**config.mk**
```make
export PLATFORM = sky130hd
export DESIGN_NAME = lfsr_err_window
export DESIGN_NICKNAME = d
export VERILOG_FILES = /design/src/rtl/lfsr_err_window.sv
export SDC_FILE = /design/constraint.sdc
export NUM_CORES = 1
export LEC_CHECK = 0
export ABC_AREA = 1
export CAP_MARGIN = 5
export CORE_UTILIZATION = 45
export CTS_BUF_LIST = sky130_fd_sc_hd__clkbuf_16
export CTS_CLUSTER_SIZE = 30
export DETAILED_ROUTE_END_ITERATION = 6
export HOLD_SLACK_MARGIN = 0.05
export MAX_ROUTING_LAYER = met4
export PLACE_DENSITY_LB_ADDON = 0.12
export SLEW_MARGIN = 20
export SYNTH_ARGS = -nofsm -noshare
export SYNTH_HDL_FRONTEND = slang
export SYNTH_SLANG_ARGS = --single-unit
```
**constraint.sdc**
```tcl
create_clock -name clk_i -period 1.2 [get_ports clk_i]
set_input_delay 0.18 -clock clk_i [delete_from_list [all_inputs] [get_ports clk_i]]
set_output_delay 0.18 -clock clk_i [all_outputs]
set_load 0.05 [all_outputs]
```
**src/rtl/lfsr_err_window.sv**
```systemverilog
// Windowed error monitor: flags the bit on which the error count inside
// the current WINDOW-bit window reaches ERR_THRESH.
module lfsr_err_window #(
  parameter int WINDOW     = 64,
  parameter int ERR_THRESH = 8
) (
  input  logic clk_i,
  input  logic reset_i,
  input  logic clear_i,
  input  logic bit_i,
  input  logic err_i,
  output logic thresh_o
);

  localparam int WB_W = (WINDOW > 1) ? $clog2(WINDOW) : 1;
  localparam int WE_W = $clog2(ERR_THRESH + 1);

  logic [WB_W-1:0] win_bit_q, win_bit_d;
  logic [WE_W-1:0] win_err_q, win_err_d;
  logic            last_bit;

  // Threshold detect and window advance; loss of lock wins over the wrap.
  always_comb begin
    last_bit  = (win_bit_q == WB_W'(WINDOW - 1));
    thresh_o  = bit_i & err_i & (win_err_q == WE_W'(ERR_THRESH - 1));
    win_bit_d = win_bit_q;
    win_err_d = win_err_q;
    if (clear_i) begin
      win_bit_d = '0;
      win_err_d = '0;
    end else if (bit_i) begin
      if (thresh_o || last_bit) begin
        win_bit_d = '0;
        win_err_d = '0;
      end else begin
        win_bit_d = win_bit_q + WB_W'(1);
        win_err_d = win_err_q + WE_W'(err_i);
      end
    end
  end

  // Window position and error count registers.
  always_ff @(posedge clk_i or posedge reset_i) begin
    if (reset_i) begin
      win_bit_q <= '0;
      win_err_q <= '0;
    end else begin
      win_bit_q <= win_bit_d;
      win_err_q <= win_err_d;
    end
  end

endmodule

```
# == Word-level counts from Yosys, hierarchy flattened ==
# Index checks and enable logic that the tools add are counted.
# word_totals
register_bits,10
inputBits,5
word_cells,16
# op_classes
n_addsub,2
n_eq_ne,2
muxes,6
bitwise,2
n_reduce_logical,2
# op_table
operator,count
6-bit two-way mux,3
4-bit two-way mux,3
6-bit by 1-bit adder with 6-bit output (second input constant),1
6-bit equality test (second input constant),1
4-bit by 1-bit adder with 4-bit output,1
4-bit by 3-bit equality test with 1-bit output (second input constant),1
1-bit AND,2
2-bit nonzero test,1
1-bit logical OR,1

# == Depth between registers and ports, before layout ==
# depth
word_depth,6
mapped_depth,8
depth_no_buf,8

# == Least setup slack after synthesis ==
# Ideal clock, no wire load.
# synth_path
path_kind,reg2reg
startpoint,register win_bit_q[0]
endpoint,register win_bit_q[1]
arrival_ns,1.146
required_ns,1.135
setup_slack_ns,-0.012
stages_incl_launch_ff,9
n_path_buf,0
synth_period_minus_slack_ns,1.212
path_cell_list,dfrtp_1 > ha_1 > nand2_1 > nor2_1 > nand2_1 > nand2_1 > nor2_1 > nand3_1 > nand2_1
# synth_via
elab_chain_len,5
word_cells_on_any_way,6
cone_classes,1 x add/sub; 1 x eq/ne; 3 x mux; 1 x reduce/logical
# synth_lines
element,line,rtl
"start, declared",18,"logic [WB_W-1:0] win_bit_q, win_bit_d;"
"start signal, assigned",48,win_bit_q <= win_bit_d;
"parallel branches: the longest is 2 deep, another holds 6-bit by 1-bit adder with 6-bit output",n/a,
6-bit two-way mux *,32,if (thresh_o || last_bit) begin
6-bit two-way mux *,31,end else if (bit_i) begin
6-bit two-way mux *,28,if (clear_i) begin
# Mark *: on every way between the ends. The select of a mux whose other input is x is not followed.
# A chain may end at the register's enable or synchronous reset.

# == Worst setup path in the final report ==
# layout_path
startpoint,register win_err_q[0]
endpoint,output port thresh_o
# layout_via
elab_chain_len,2
# layout_lines
element,line,rtl
"start, declared",19,"logic [WE_W-1:0] win_err_q, win_err_d;"
"start signal, assigned",49,win_err_q <= win_err_d;
4-bit by 3-bit equality test with 1-bit output,25,thresh_o = bit_i & err_i & (win_err_q == WE_W'(ERR_THRESH - 1));
1-bit AND,25,
"end, declared",12,output logic thresh_o
# Every way passes these cells.

==> results.md <==
- Cts bufs inserted: 3
- M1 GR Usage: 30.1%
- Syn-to-layout area delta: 64.1%
- DRT iter0 DRCs: 36
- GR peak layer: met2
- Synth Area per Inst: between 7 and 8 sq um
- Data required time of the worst path: 1.02 ns
- Register area share after synthesis: 41.8%
- CTS root buffer: clkbuf_16
- Unrepaired setup endpoints after global routing: yes
- Layout Nets: 107
- Layout cells sized above 1: around half
- Synthesis Warnings: 0
- Vias per Instance: 5.44
- Critical Path Fanout Max: 3
- DIE AREA: 1480 sq um
- WL per Instance: 16.8 um
- Reg-to-Reg Start: win_bit_q[0]
- Largest net degree at the start of global routing: 11
- Post-Syn Instances: 76
- Post-Synthesis Cell Area: 599 sq um
- Worst Tran Pin Value: about 0.41 ns
- Flops & latches, synth: 10
- Failing checks: setup timing
- Reg2Reg Setup Slack: -0.05 ns
- Die Wd: 38.5 um
- Worst Reg-to-Reg Cells: 8
- Final Util: 84.0%
- Setup violations, final: 3
- Synth cell types: 16
- DR vias: 604
- Die Height: 38.5 um
- Met2 usage: 38.8%
- First-pass DRT Iterations: 4
- FF-to-FF End: win_bit_q[1]
- Maximum buffer depth of the clock tree: 2
- Post-CTS Hold Fix Bufs: 0
- FMAX: 0.772 GHz
- Period utilization: 108%
- PortBufs: 5
- Leakage: 0.504 nW
- CTS tree: built
- Core Box Area: 1170 sq um
- Max-Cap Viols: 0
- Clock sink count: 10
- Clock Latency Late Sink: 0.23 ns
- Rows: 12
- Slew Limit Headroom: roughly 72%
- Remaining DRCs: 0
- Hold Vio Cnt, Final: 0
- Setup Skew: between 0.003 and 0.004 ns
- PD cells: 1100 nW/um^2
- Ant. Diodes: 0
- H-tree depth reported by CTS: 1
- Crit path kind: flip-flop to output pin
- Clock-pin slew on the worst setup and hold paths: 0.04 ns
- Crit end category: output pin
- Detail Route Antenna Nets: 0
- First-pass GRT wire length: 2.39 mm
- CP arrival: 1.12 ns
- HPWL after DPL: 940 um
- Met3 usage: 5.23%
- Hold WC Path Type: input pin to asynchronous set/reset pin
- Post-Route WL: between 1.5 and 2 mm
- Peak supply drop: 0.774 mV
- GPL Wtd Cong: 0.704
- End of the critical path: thresh_o
- Most frequent cells in the layout: nand2_1 (15), buf_4 (12), dfrtp_1 (10), inv_1 (9)
- Worst hold slack: 0.237 ns
- Initial antenna violation count: 0
- Commonest non-fill, non-tap cell in the layout: nand2_1
- Total Routing Usage GR: about a quarter
- Worst setup margin: -0.0950 ns
- Initial Utilization: between 50 and 60%
- Pins over their slew limit: 0
- Overflow after GRT: 0
- CP Launch Type: flip-flop
- Post-synthesis net count: 84
- Critical Path Source: win_err_q[0]
- # IOs: 6
- Status: finished with violations
- Vias in the first global route: just under 600
- Post-layout min period: 1.30 ns
logic make-up (layout without fill, tap and decap cells):
group | Yosys count | count (layout) | share of synthesized area (%)
fa+ha+maj | 3 | 3 | 6.26
xor+xnor | 2 | 2 | 2.92
simple gates | 40 | 40 | 32.6
compound gates | 9 | 9 | 8.14
flops | 10 | 10 | 41.8
buf+inv | 12 | 33 | 8.35
report_power, final:
part           total (mW)  internal, mW  switching, mW
Sequential          0.363         0.350         0.0133
Clock               0.576         0.431          0.145
Combinational       0.142        0.0655         0.0762
what timing repair did:
action | CTS | global route
gates cloned | 0 | 0
endpoints found under the hold margin | 0 | 0
setup buffers | 2 | 0
setup endpoints to repair | 11 | 11
pin swaps | 4 | 12
gates resized for setup | 9 | 24
metal layers:
metal / share of wire, % / wire [um]
met1: 38 / 703
met2: 56 / 1050
met3: 3.4 / 64
met4: 2.5 / 46
met5: 0 / 0
through the flow:
| step | setup WS, ns | setup TNS [ns] | instances | total power, mW | instance area, sq um |
|---|---|---|---|---|---|
| floorplan | 0.0217 | 0 | 76 | 0.407 | 604 |
| global placement | -0.205 | -1.87 | 106 | 0.464 | 764 |
| detailed placement | -0.263 | -2.42 | 106 | 0.465 | 764 |
| CTS | -0.0703 | -0.0703 | 111 | 1.05 | 878 |
| global route | -0.144 | -0.566 | 111 | 1.12 | 983 |
| finish | -0.0950 | -0.163 | 111 | 1.08 | 983 |
synthesized netlist by cell type:
| cell type | instances | area [sq um] |
|---|---|---|
| nand3_2 | 3 | 30.0 |
| inv_1 | 10 | 37.5 |
| o21ai_1 | 1 | 5.00 |
| ha_1 | 3 | 37.5 |
| nand2_2 | 1 | 6.26 |
| dfrtp_1 | 10 | 250 |
| o22ai_1 | 1 | 6.26 |
| nor2_1 | 6 | 22.5 |
| a21oi_1 | 6 | 30.0 |
| nand2_1 | 21 | 78.8 |
| nor2_4 | 2 | 22.5 |
| inv_2 | 1 | 3.75 |
| a21o_1 | 1 | 7.51 |
| nand3_1 | 7 | 35.0 |
| xor2_1 | 2 | 17.5 |
| inv_6 | 1 | 8.76 |
critical path, stage by stage (launching register included):
cell	delay (ns)
dfrtp_1	0.39
nand2_1	0.09
nor2_2	0.12
nand2_2	0.08
inv_2	0.07
buf_12	0.13
sequential cells by signal, summed over array words and instances, names as in the netlist:
name       cells
win_bit_q      6
win_err_q      4
worst min path at each step:
stage | start | to | slack [ns]
5_1_grt | reset_i | win_bit_q[5] | 0.27
3_5_place_dp | reset_i | win_bit_q[4] | 0.49
2_1_floorplan | reset_i | win_bit_q[0] | 0.02
4_1_cts | reset_i | win_bit_q[5] | 0.25
3_3_place_gp | reset_i | win_bit_q[4] | 0.49
6_report | reset_i | win_bit_q[5] | 0.24
cell type report:
| type | count | area [sq um] |
|---|---|---|
| inverter | 12 | 50.0 |
| timing repair buffer | 18 | 163 |
| multi-input combinational | 54 | 428 |
| fill | 62 | 188 |
| clock buffer | 3 | 75.1 |
| tap | 14 | 17.5 |
| sequential | 10 | 250 |
Note: power is estimated with default switching activity, not from simulation.
